--- src/rtl/mult_pkg.sv ---
// Shared definitions for the iterative shift-add multiplier: FSM states,
// default operand width and iteration-counter sizing.
package mult_pkg;

  localparam int MULT_WIDTH = 32;

  typedef enum logic [1:0] {
    MS_IDLE = 2'd0,
    MS_CALC = 2'd1,
    MS_DONE = 2'd2
  } mult_state_e;

  // Counter must be able to hold WIDTH itself.
  function automatic int cnt_width(input int width);
    return $clog2(width + 1);
  endfunction

endpackage

--- src/rtl/mult_unit_cond_neg.sv ---
// Conditional two's-complement negate: y = neg ? -x : x.
module cond_neg #(
  parameter int W = 32
) (
  input  logic [W-1:0] x,
  input  logic         neg,
  output logic [W-1:0] y
);

  assign y = neg ? (~x + W'(1)) : x;

endmodule

--- src/rtl/mult_unit.sv ---
// Iterative shift-add multiplier (mult/multu) producing a 2*WIDTH-bit product
// in hi/lo. Define MULT_EARLY_TERM_EN to stop as soon as the remaining multiplier bits are zero.
module mult_unit
  import mult_pkg::*;
#(
  parameter int WIDTH = MULT_WIDTH
) (
  input  logic             clk,
  input  logic             reset,
  input  logic             start,
  input  logic             mult_sign,
  input  logic [WIDTH-1:0] a,
  input  logic [WIDTH-1:0] b,
  output logic             busy,
  output logic             done,
  output logic [WIDTH-1:0] hi,
  output logic [WIDTH-1:0] lo
);

  localparam int CW = cnt_width(WIDTH);

  mult_state_e      state_q, state_d;
  logic [2*WIDTH-1:0] mcand_q, mcand_d;
  logic [2*WIDTH-1:0] acc_q, acc_d;
  logic [WIDTH-1:0] mplier_q, mplier_d;
  logic [CW-1:0]    cnt_q, cnt_d;
  logic             neg_q, neg_d;
  logic [WIDTH-1:0] hi_q, hi_d;
  logic [WIDTH-1:0] lo_q, lo_d;

  logic [WIDTH-1:0]   a_mag, b_mag;
  logic [2*WIDTH-1:0] acc_next, prod;
  logic [WIDTH-1:0]   mplier_next;
  logic               last;

  cond_neg #(.W(WIDTH)) u_neg_a (.x(a), .neg(mult_sign & a[WIDTH-1]), .y(a_mag));
  cond_neg #(.W(WIDTH)) u_neg_b (.x(b), .neg(mult_sign & b[WIDTH-1]), .y(b_mag));
  cond_neg #(.W(2*WIDTH)) u_neg_p (.x(acc_next), .neg(neg_q), .y(prod));

  always_comb begin
    // NOTE: every signal gets a default before the case so no path leaves it unassigned (no latches).
    state_d  = state_q;
    mcand_d  = mcand_q;
    acc_d    = acc_q;
    mplier_d = mplier_q;
    cnt_d    = cnt_q;
    neg_d    = neg_q;
    hi_d     = hi_q;
    lo_d     = lo_q;

    acc_next    = acc_q + (mplier_q[0] ? mcand_q : '0);
    mplier_next = mplier_q >> 1;
    last        = (cnt_q == CW'(1));
`ifdef MULT_EARLY_TERM_EN
    last        = last || (mplier_next == '0);
`endif

    unique case (state_q)
      MS_IDLE, MS_DONE: begin
        state_d = MS_IDLE;
        if (start) begin
          state_d  = MS_CALC;
          mcand_d  = {{WIDTH{1'b0}}, a_mag};
          mplier_d = b_mag;
          neg_d    = mult_sign & (a[WIDTH-1] ^ b[WIDTH-1]);
          cnt_d    = CW'(WIDTH);
          acc_d    = '0;
        end
      end
      MS_CALC: begin
        acc_d    = acc_next;
        mcand_d  = mcand_q << 1;
        mplier_d = mplier_next;
        cnt_d    = cnt_q - CW'(1);
        if (last) begin
          {hi_d, lo_d} = prod;
          state_d      = MS_DONE;
        end
      end
      default: state_d = MS_IDLE;
    endcase
  end

  // NOTE: state registers use non-blocking assignments so every flop samples pre-edge values.
  always_ff @(posedge clk or posedge reset) begin
    if (reset) begin
      state_q  <= MS_IDLE;
      mcand_q  <= '0;
      acc_q    <= '0;
      mplier_q <= '0;
      cnt_q    <= '0;
      neg_q    <= 1'b0;
      hi_q     <= '0;
      lo_q     <= '0;
    end else begin
      state_q  <= state_d;
      mcand_q  <= mcand_d;
      acc_q    <= acc_d;
      mplier_q <= mplier_d;
      cnt_q    <= cnt_d;
      neg_q    <= neg_d;
      hi_q     <= hi_d;
      lo_q     <= lo_d;
    end
  end

  assign busy = (state_q == MS_CALC);
  assign done = (state_q == MS_DONE);
  assign hi   = hi_q;
  assign lo   = lo_q;

endmodule

--- config.mk ---
export PLATFORM = sky130hd
export DESIGN_NAME = mult_unit
export DESIGN_NICKNAME = d
export VERILOG_FILES = /design/src/rtl/mult_pkg.sv /design/src/rtl/mult_unit_cond_neg.sv /design/src/rtl/mult_unit.sv
export SDC_FILE = /design/constraint.sdc
export NUM_CORES = 1
export LEC_CHECK = 0
export CELL_PAD_IN_SITES_DETAIL_PLACEMENT = 1
export CELL_PAD_IN_SITES_GLOBAL_PLACEMENT = 2
export CORE_MARGIN = 2
export CORE_UTILIZATION = 31
export CTS_BUF_LIST = sky130_fd_sc_hd__clkbuf_2
export DETAILED_ROUTE_END_ITERATION = 12
export HOLD_SLACK_MARGIN = 0.05
export PLACE_DENSITY_LB_ADDON = 0.1
export SLEW_MARGIN = 25
export SYNTH_ARGS = -nofsm -noshare
export SYNTH_HDL_FRONTEND = slang
export SYNTH_SLANG_ARGS = --single-unit
--- constraint.sdc ---
create_clock -name clk -period 25.3 [get_ports clk]
set_input_delay 5.06 -clock clk [delete_from_list [all_inputs] [get_ports clk]]
set_output_delay 5.06 -clock clk [all_outputs]
set_load 0.005 [all_outputs]
### Word-level counts from Yosys, hierarchy flattened

Index checks and enable logic that the tools add are counted.

* shift operators: 0
* bitwise logic cells: 7
* add/subtract/negate cells: 5
* multipliers: 0
* divide/modulo/power cells: 0
* reductions and logical operators: 6
* eq/ne operators: 5
* order comparisons: 0
* muxes and demuxes: 15

Operator list (count)
* 64-bit two-way mux: 4
* 64-bit case mux with 2 select lines: 2
* 32-bit two-way mux: 3
* 32-bit by 1-bit adder with 32-bit output (second input constant): 2
* 64-bit by 1-bit adder with 64-bit output (second input constant): 1
* 64-bit adder: 1
* 32-bit NOT: 2
* 64-bit NOT: 1
* 32-bit case mux with 2 select lines: 1
* 6-bit case mux with 2 select lines: 1
* 6-bit by 1-bit == test with 1-bit output (second input constant): 1
* 6-bit two-way mux: 1
* 2-bit AND reduction: 3
* 6-bit by 1-bit subtractor with 6-bit output (second input constant): 1
* 2-bit case mux with 2 select lines: 1
* 1-bit AND: 3
* 2-bit by 1-bit == test with 1-bit output (second input constant): 1
* 2-bit == test (second input constant): 1
* 2-bit logical NOT: 1
* 2-bit two-way mux: 1
* 2-bit by 1-bit inequality test with 1-bit output (second input constant): 1
* 2-bit inequality test (second input constant): 1
* 2-bit nonzero test: 1
* 2-bit OR reduction: 1
* 2 further kinds: 2

* input port bits: 68
* memory bits (read-only): 0
* memories kept: 0
* register bits: 233
* word-level logic and storage cells: 46
* latch bits: 0
* output and inout port bits: 66
* RAM bits: 0

### Depth between registers and ports, before layout

Gate-level depths: netlist (run 1).

* depth after elaboration: 5
* depth in mapped cells: 19
* mapped depth without buffers: 16

### Hierarchy

Synthesis (run 1) repeated with hierarchy kept, for this count alone.

* cells, all modules: 1724
* area total of the unflattened synthesis: 16275.6 um2

Modules (own cells, without submodules)
* mult_unit: area each 13072.5 um2, times used 1, seq. area each 5830.6 um2, cells an instance 1320
* cond_neg at u_neg_p: area each 1649.1 um2, times used 1, seq. area each 0.0 um2, cells an instance 206
* cond_neg at u_neg_a ...: area each 777.0 um2, times used 2, seq. area each 0.0 um2, cells an instance 99

### Worst setup path after synthesis (run 1)

No wires, ideal clock.

* path type: input-to-reg
* from: input a[13]
* to: register mcand_q[28]
* data required time: 25.167 ns
* slack: 17.980 ns
* setup time: 0.133 ns
* cell stages on the path: 9
* data arrival time: 7.187 ns
* path buffers: 0
* path through: or4_1 nor4_1 nand2b_1 or4_1 nor3_1 nand2_1 o21ai_0 xor2_1 o21ai_0

* longest elaborated chain between the ends: 5

RTL lines
* start: declaration: line mult_unit.sv:12 `input logic [WIDTH-1:0] a,`
* 32-bit NOT: line mult_unit_cond_neg.sv:10 `assign y = neg ? (~x + W'(1)) : x;`
* 32-bit by 1-bit adder with 32-bit output: line mult_unit_cond_neg.sv:10
* 32-bit two-way mux: line mult_unit_cond_neg.sv:10
* 64-bit two-way mux: line mult_unit.sv:61 `if (start) begin`
* 64-bit case mux with 2 select lines: line mult_unit.sv:58 `unique case (state_q)`
* end signal: assignment: line mult_unit.sv:97 `mcand_q <= mcand_d;`
* end: declaration: line mult_unit.sv:23 `logic [2*WIDTH-1:0] mcand_q, mcand_d;`

Every way passes these cells. The select of a mux whose other input is x is not followed.
A chain may end at the register's enable or synchronous reset.

### Worst setup path after layout (run 1)

* from: register state_q[1]
* to: output busy

* longest elaborated chain between the ends: 1

RTL lines
* start: declaration: line mult_unit.sv:22 `mult_state_e state_q, state_d;`
* start signal: assignment: line mult_unit.sv:96 `state_q <= state_d;`
* 2-bit by 1-bit == test with 1-bit output: line mult_unit.sv:107 `assign busy = (state_q == MS_CALC);`
* end: declaration: line mult_unit.sv:14 `output logic busy,`

Every way passes these cells.

==> out/metrics.csv, run 1 <==
metric,value,unit
status,finished clean,
worst-case reg-to-reg path depth,15,
Worst-Skew Late Latency,0.99,ns
root buf cell,clkbuf_2,
initial antenna violation count,1,
CTS tree,done,
sequential element share of the synthesized area,0.352,
P_int,1190,uW
Pleak,0.00797,uW
Least-Margin Pin Slew,1.04,ns
final setup vio count,0,
Post-Synth Adder-Cell Area,0.0525,
DRC errors left,0,
most numerous cell in the Yosys netlist,o21ai_0,
Worst VDD drop,0.0519,mV
row count,84,
GPL Wtd Cong,0.878,
Max Fanout on Critical Path,58,
crit start category,register,
Sink Count,233,
Yosys top cell by area,dfrtp_1,
Simple-Gate Fraction of Synth Area,0.184,
Pwr Density,121,nW/um2
RSZ-0062 raised after global routing,no,
postcts setup bufs,0,
layout overhead on the synthesized area,15.4,%
WL/cell,21.0,um
number of flops mapped to enable cells by yosys,0,
design area,19100,um2
Routed Antenna Nets,0,
Die H,235,um
via count,15258,
via-per-instance ratio,5.49,
Max-slew headroom,0.286,
DP HPWL,43800,um
Net Sw Power,1130,uW
"Slew Viols, Final",0,
Fin Hold WS,0.481,ns
CP Data Arrival Time,2.69,ns
"Top FF cell, synth",dfrtp_1,
Combinational Power Share,0.589,
die width,235,um
global route overflow,0,
largest net degree at the start of global routing,108,
fmax,129,MHz
clk slew on worst S/H paths,0.10,ns
Worst path depth,3,
Post-Syn Area per Cell,8.58,um2
hold buffers post-CTS,0,
Syn Inst Count,1932,
worst setup margin,17.55,ns
Max-Cap Viols,0,
Synth area leaders,"dfrtp_1 35%, o21ai_0 7.1%, xor2_1 5.5%",
endpoint class of the critical path,primary output,
clock skew,0.0539,ns
number of global-route vias before repair,15918,
post-CTS sizing,0,
CP max-delay cell,clkdlybuf4s50_1,
top-area cell type share of the netlist area,0.352,
io pins,134,
Clock Power Share,0.133,
"Req. time, crit path",20.24,ns
Worst path top cell family by delay,buffers and inverters,
placed instance area,18500,um2
first-pass GRT wire length,92700,um
CP Cell Sequence,"nand2b_1, inv_4, clkdlybuf4s50_1",
die area,55300,um2
DRT Pass-1 Iters,5,
GRT Overall Usage,0.210,
HP Class,register to register,
# port buffers,133,
largest family of logic cells by synthesized area,compound AO/OA/AOI/OAI gates,
Seq cells post-synth,233,
share of cells above drive strength 1,0.0862,
Placement Setup Slack,17.11,ns
Critical path buffers and inverters,2,
Crit path largest cell delay,0.63,ns
Inserted Clock Buffers,71,
Final Hold Fails,0,
Final min period,7.75,ns
initial cell density of the core,0.314,
worst hold stages,2,
ys async rst share,1.00,
critical path class,register to primary output,
Unique masters post-synth,95,
post-layout util,0.363,
Final Cycle Share,0.306,
setup tns final,0,ns
Post-Syn Nets,2069,
Flop pwr share,0.278,
nets@finish,2176,
Iteration-0 DRC Markers,929,
WL final,58300,um
Synthesis Warnings,0,
complex-gate fraction of the synthesized area,0.286,
Synth Cell Area,16600,um2
commonest cells in the netlist,"235 x o21ai_0, 233 x dfrtp_1, 223 x nand2_1",
Sw Ratio,0.487,
multiplexer area fraction after synthesis,0.00423,
core area,52800,um2
XOR/XNOR Fraction of Synth Area,0.0846,
H-tree depth,3,
Max clock buf depth,3,
through the flow:
| step | cells | power, uW |
|---|---|---|
| floorplan | 1932 | 1540 |
| global placement | 2652 | 1990 |
| detailed placement | 2653 | 2020 |
| CTS | 2775 | 2340 |
| global route | 2777 | 2520 |
| finish | 2777 | 2320 |
area by class of cell:
type	instances	area (um2)
clock buffers	106	531
multi-input cells	1550	10200
clock inverters	16	114
inverters	32	130
diodes	1	2.50
fillers	6238	33600
flip-flops and latches	233	5830
repair buffers	151	1500
well taps	688	861
final timing paths:
kind	from	slack (ns)	endpoint
worst max-delay path	state_q[1]	17.55	busy
worst min-delay path	lo[15]	0.48	lo[15]
worst max register to register	mplier_q[0]	18.68	hi[30]
worst min register to register	lo[15]	0.48	lo[15]
max in group asynchronous	reset	18.96	mcand_q[52]
min in group asynchronous	reset	4.61	lo[5]
sequential cells by signal (all words and copies together), names as in the netlist:
name / cells
acc_q: 64
mcand_q: 64
hi: 32
lo: 32
mplier_q: 32
cnt_q: 6
state_q: 2
neg_q: 1
power groups by stage:
stage                     combinational (uW)  clock [uW]  sequential, uW
final                                   1360         309             645
after global routing                    1510         345             667
after CTS                               1370         326             646
after detailed placement                1370           0             651
after global placement                  1340           0             648
after floorplan                          933           0             611
layout by cell type (no fill, tap or decap), types with 30 or more instances in the layout:
cell type	count
clkbuf_2	106
ha_1	68
dfrtp_1	232
and2_1	76
xnor2_1	56
nor3_1	46
xor2_1	104
a21oi_1	109
nand4_1	34
nor2_1	94
nand2_1	222
a22oi_1	61
a22o_1	82
inv_1	30
clkdlybuf4s50_1	133
o21ai_0	235
logic make-up (layout without fill, tap and decap cells):
logic type	count (synthesis)	in the layout
AOI/OAI and AO/OA	706	706
and+or+nand+nor	608	608
DFF	233	233
xor gates and xnor gates	160	160
buffers and inverters	149	305
adders and majority gates	69	69
muxes	7	7
other	0	1
worst register-to-register path: cells and delay by family (launching register included):
kind            cells  cell delay, ns
compound gates      6            1.45
xor+xnor            2            0.57
fa+ha+maj           1            0.41
buf+inv             1            0.47
flops               1            0.94
simple gates        5            2.67
layer usage:
| metal | wire (um) | global-route usage |
|---|---|---|
| met5 | 0 | 0 |
| met4 | 1490 | 0.0743 |
| met3 | 2350 | 0.0356 |
| met2 | 26200 | 0.331 |
| met1 | 28200 | 0.290 |
No activity file was read; power rests on OpenSTA's default activity.
==> run 2, diff against run 1 <==
==> constraint.sdc (replaced) <==
create_clock -name clk -period 6.4 [get_ports clk]
set_input_delay 1.28 -clock clk [delete_from_list [all_inputs] [get_ports clk]]
set_output_delay 1.28 -clock clk [all_outputs]
set_load 0.005 [all_outputs]
==> run 2 against run 1 <==
Against the previous run:
- first-iteration DRC count fell by 19%
- critical path depth rose by 12
- die area did not move
- flip-flop and latch count did not move
- register-to-register slack got worse by 18 ns
- sequential share of layout area rose by 0.098 points
- routed wire length rose by 2.9%
- clock skew rose by 0.044 ns
- power rose to 3.9 times the previous value
- hold slack got worse by 0.026 ns
- highest routed layer unchanged
==> out/metrics.csv, run 2 (same netlist as run 1, synthesis figures left out) <==
metric,value,unit
status,finished clean,
Final Hold Fails,0,
io pins,134,
Max Fanout on Critical Path,29,
Overall Power,9070,uW
"Req. time, crit path",7.23,ns
WL/cell,21.6,um
"Slew Viols, Final",0,
# port buffers,133,
post-layout util,0.361,
Worst VDD drop,0.192,mV
Inserted Clock Buffers,70,
share of cells above drive strength 1,0.0839,
Max-slew headroom,0.313,
via count,15401,
DP HPWL,45600,um
CP Data Arrival Time,6.60,ns
fmax,173,MHz
Max clock buf depth,3,
Pwr Density,476,nW/um2
core area,52800,um2
Final min period,5.77,ns
DRT Pass-1 Iters,7,
worst setup margin,0.634,ns
Routed Antenna Nets,0,
largest net degree at the start of global routing,156,
initial cell density of the core,0.314,
Die H,235,um
layout overhead on the synthesized area,15.1,%
"most common cell after layout, fill and taps aside",o21ai_0,
critical path class,register to register,
initial antenna violation count,1,
RSZ-0062 raised after global routing,no,
Max-Cap Viols,0,
H-tree depth,3,
via-per-instance ratio,5.55,
Final Cycle Share,0.901,
global route overflow,0,
number of global-route vias before repair,16185,
most frequent cells in the layout,"235 x o21ai_0, 232 x dfrtp_1, 222 x nand2_1",
Pleak,0.00791,uW
postcts setup bufs,0,
endpoint class of the critical path,register,
Iteration-0 DRC Markers,754,
root buf cell,clkbuf_2,
CTS tree,done,
crit start category,register,
Sink Count,233,
setup tns final,0,ns
hold buffers post-CTS,0,
WL final,60000,um
final setup vio count,0,
die width,235,um
clock skew,0.0984,ns
Largest regs,"acc_q (64), mcand_q (64)",
first-pass GRT wire length,94700,um
Placement Setup Slack,0.588,ns
row count,84,
Fin Hold WS,0.455,ns
DRC errors left,0,
nets@finish,2182,
die area,55300,um2
HP Class,register to register,
clk slew on worst S/H paths,0.10,ns
Worst-Skew Late Latency,1.01,ns
post-CTS sizing,0,
GPL Wtd Cong,0.863,
GRT Overall Usage,0.216,
Least-Margin Pin Slew,1.02,ns
## run 2: changes by cell type in the layout (fill, tap and decap cells not counted), sizes merged
cell      previous run  this run
buf                 18        25
clkinvlp             0         4
clkbuf             106        89
inv                 33        34
clkinv              13        19
bufinv               2         0
## run 2: final cells by class
type / count / area [um2]
Antenna cell: 1 / 2.50
Clock buffer: 89 / 445
Clock inverter: 25 / 118
Fill cell: 6251 / 33700
Inverter: 32 / 126
Multi-Input combinational cell: 1550 / 10200
Sequential cell: 233 / 5830
Tap cell: 688 / 861
Timing Repair Buffer: 158 / 1530
## run 2: report_power, final
group          switching (uW)  internal, uW  leakage [uW]
Clock                     708           386      0.000420
Combinational            3290          2080       0.00451
Sequential                518          2090       0.00298
Total                    4510          4560       0.00791
## run 2: worst paths after layout
kind                                   from           to  slack, ns  depth (start not counted)
worst max-delay path            mplier_q[0]       hi[28]       0.63                         15
worst min-delay path            mcand_q[33]  mcand_q[34]       0.46                          1
worst min register to register  mcand_q[33]  mcand_q[34]       0.46                          1
min in group asynchronous             reset       lo[26]       0.75                          3
worst max register to register  mplier_q[0]       hi[28]       0.63                         15
max in group asynchronous             reset  mcand_q[56]       4.57                          4
## run 2: worst max-delay path: stages (launching register included)
cell	delay (ns)
dfrtp_1	0.89
buf_4	0.33
and2_1	0.21
ha_1	0.36
nand4_1	0.27
nor3_1	0.54
nand2_1	0.14
a2111oi_0	0.42
nor3_1	0.18
xnor2_1	0.35
a221oi_2	0.33
or4b_4	0.52
or4_4	0.53
o31ai_1	0.34
xor2_1	0.18
o21ai_1	0.07
## run 2: metrics by stage
| stage | instance area [um2] | std cells |
|---|---|---|
| 6_report | 19100 | 2776 |
| 5_1_grt | 19100 | 2776 |
| 4_1_cts | 19100 | 2775 |
| 3_5_place_dp | 18500 | 2661 |
| 3_3_place_gp | 18500 | 2661 |
| 2_1_floorplan | 16600 | 1932 |
## run 2: routing by layer
layer | up-vias | global-route usage | routed length [um]
li1 | 7367 | - | -
met1 | 7680 | 0.304 | 29600
met2 | 275 | 0.340 | 26700
met3 | 79 | 0.0379 | 2540
met4 | 0 | 0.0625 | 1120
met5 | - | 0 | 0
==> run 3, diff against run 2 <==
--- a/config.mk
+++ b/config.mk
@@ -13,6 +13,7 @@
 export DETAILED_ROUTE_END_ITERATION = 12
 export HOLD_SLACK_MARGIN = 0.05
 export PLACE_DENSITY_LB_ADDON = 0.1
+export REMOVE_ABC_BUFFERS = 1
 export SLEW_MARGIN = 25
 export SYNTH_ARGS = -nofsm -noshare
 export SYNTH_HDL_FRONTEND = slang
==> run 3 against run 2 <==
Against the previous run:
- setup slack got worse by 0.18 ns
- register-to-register slack got worse by 0.18 ns
- die area did not move
- maximum frequency fell by 3.0%
- critical path depth rose by 1
- count of clock-buffer cells in the layout rose by 18
- sequential share of layout area fell by 0.17 points
- cell count rose by 0.32%
- sequential power barely moved
- flip-flop and latch count did not move
- routed wire length fell by 0.52%
- clock skew fell by 0.017 ns
- critical endpoint is now hi[31]
- largest cell class unchanged
- largest power group unchanged
==> out/metrics.csv, run 3 (same netlist as run 1, synthesis figures left out) <==
metric,value,unit
Die H,235,um
die width,235,um
Sink Count,233,
Flop pwr share,0.285,
DRT Pass-1 Iters,7,
WL/cell,21.4,um
Clock Power Share,0.141,
row count,84,
Worst path top cell family by delay,simple AND/OR/NAND/NOR gates,
GPL Wtd Cong,0.872,
Inserted Clock Buffers,72,
DP HPWL,44800,um
CP Data Arrival Time,6.91,ns
WL final,59700,um
hold buffers post-CTS,0,
CTS tree,done,
via-per-instance ratio,5.51,
RSZ-0062 raised after global routing,no,
CP max-delay cell,nor4_1,
nets@finish,2181,
largest net degree at the start of global routing,107,
Sw Ratio,0.483,
"Req. time, crit path",7.37,ns
Worst-Skew Late Latency,1.08,ns
Final Cycle Share,0.929,
Iteration-0 DRC Markers,801,
fin cells,2785,
number of global-route vias before repair,15954,
setup tns final,0,ns
endpoint class of the critical path,register,
dpl cells,2658,
Largest regs,"acc_q (64), mcand_q (64)",
post-layout util,0.364,
status,finished clean,
RR Startpoint,mplier_q[0],
final setup vio count,0,
Hold Path Origin,hi[1],
Max Fanout on Critical Path,33,
HP Class,register to register,
Final min period,5.95,ns
"most common cell after layout, fill and taps aside",o21ai_0,
global route overflow,0,
Final Hold Fails,0,
io pins,134,
# port buffers,133,
critical path class,register to register,
die area,55300,um2
clock skew,0.0816,ns
Combinational Power Share,0.574,
Net Sw Power,4420,uW
Pleak,0.00800,uW
Pwr Density,477,nW/um2
GRT Overall Usage,0.215,
initial cell density of the core,0.314,
share of cells above drive strength 1,0.0904,
Critical path buffers and inverters,2,
most frequent cells in the layout,"235 x o21ai_0, 231 x dfrtp_1, 222 x nand2_1",
Worst VDD drop,0.223,mV
H-tree depth,3,
first-pass GRT wire length,94500,um
root buf cell,clkbuf_2,
Max clock buf depth,3,
fmax,168,MHz
via count,15338,
Crit path largest cell delay,0.78,ns
layout overhead on the synthesized area,15.8,%
initial antenna violation count,2,
Routed Antenna Nets,0,
P_int,4730,uW
"Slew Viols, Final",0,
CP Cell Sequence,"and2_1, ha_1, a21oi_1, o21ai_1, buf_4, o21ai_0, nor2_1, nor2_1, xnor2_1, nor4b_1, nand4_1, buf_4, nor4_1, and4bb_2, mux2i_1, nand2_1",
Max-slew headroom,0.329,
Least-Margin Pin Slew,1.01,ns
critical path startpoint,mplier_q[0],
DRC errors left,0,
core area,52800,um2
Max-Cap Viols,0,
clk slew on worst S/H paths,0.11,ns
crit start category,register,
[run 3: layout make-up]
type	count	area, um2
Clock buffer	107	536
Sequential cell	233	5840
Tap cell	688	861
Antenna cell	6	15.0
Inverter	32	130
Timing Repair Buffer	155	1510
Clock inverter	14	138
Multi-Input combinational cell	1550	10200
Fill cell	6275	33600
[run 3: path summary, 6_finish.rpt]
check | to | slack, ns | cells past startpoint
min in group asynchronous | acc_q[26] | 0.72 | 2
max in group asynchronous | acc_q[45] | 4.53 | 3
setup reg to reg | hi[31] | 0.45 | 16
hold reg to reg | hi[1] | 0.48 | 2
setup / recovery | hi[31] | 0.45 | 16
hold / removal | hi[1] | 0.48 | 2
[run 3: routing by layer]
layer,GRT usage,routed length [um],share of wire
met1,0.291,28200,0.47
met2,0.345,27200,0.46
met4,0.0745,1840,0.031
met5,0,0,0
met3,0.0407,2410,0.040
[run 3: worst register-to-register path: stages (launching register included)]
cell,delay (ns)
dfrtp_2,0.72
and2_1,0.24
ha_1,0.34
a21oi_1,0.33
o21ai_1,0.21
buf_4,0.20
o21ai_0,0.37
nor2_1,0.17
nor2_1,0.43
xnor2_1,0.32
nor4b_1,0.70
nand4_1,0.17
buf_4,0.25
nor4_1,0.79
and4bb_2,0.36
mux2i_1,0.19
nand2_1,0.07
[run 3: through the flow]
step	hold WS (ns)	instance area (um2)	worst slack [ns]	total power [uW]
finish	0.481	19200	0.453	9150
global route	0.509	19200	0.0688	9980
CTS	0.462	19200	0.131	9300
detailed placement	0.469	18500	0.209	7930
global placement	0.463	18500	0.323	7850
floorplan	0.446	16100	-1.75	6010
[run 3: repair_timing]
| action | CTS | global route |
|---|---|---|
| gates resized for setup | 0 | 1 |
| buffers inserted | 0 | 0 |
| setup endpoints to repair | 0 | 22 |
[run 3: power by group through the flow]
stage / Sequential (uW) / Clock, uW / Combinational (uW)
floorplan: 2470 / 0 / 3540
global placement: 2640 / 0 / 5210
detailed placement: 2640 / 0 / 5290
CTS: 2620 / 1350 / 5320
global route: 2700 / 1430 / 5850
finish: 2610 / 1290 / 5260
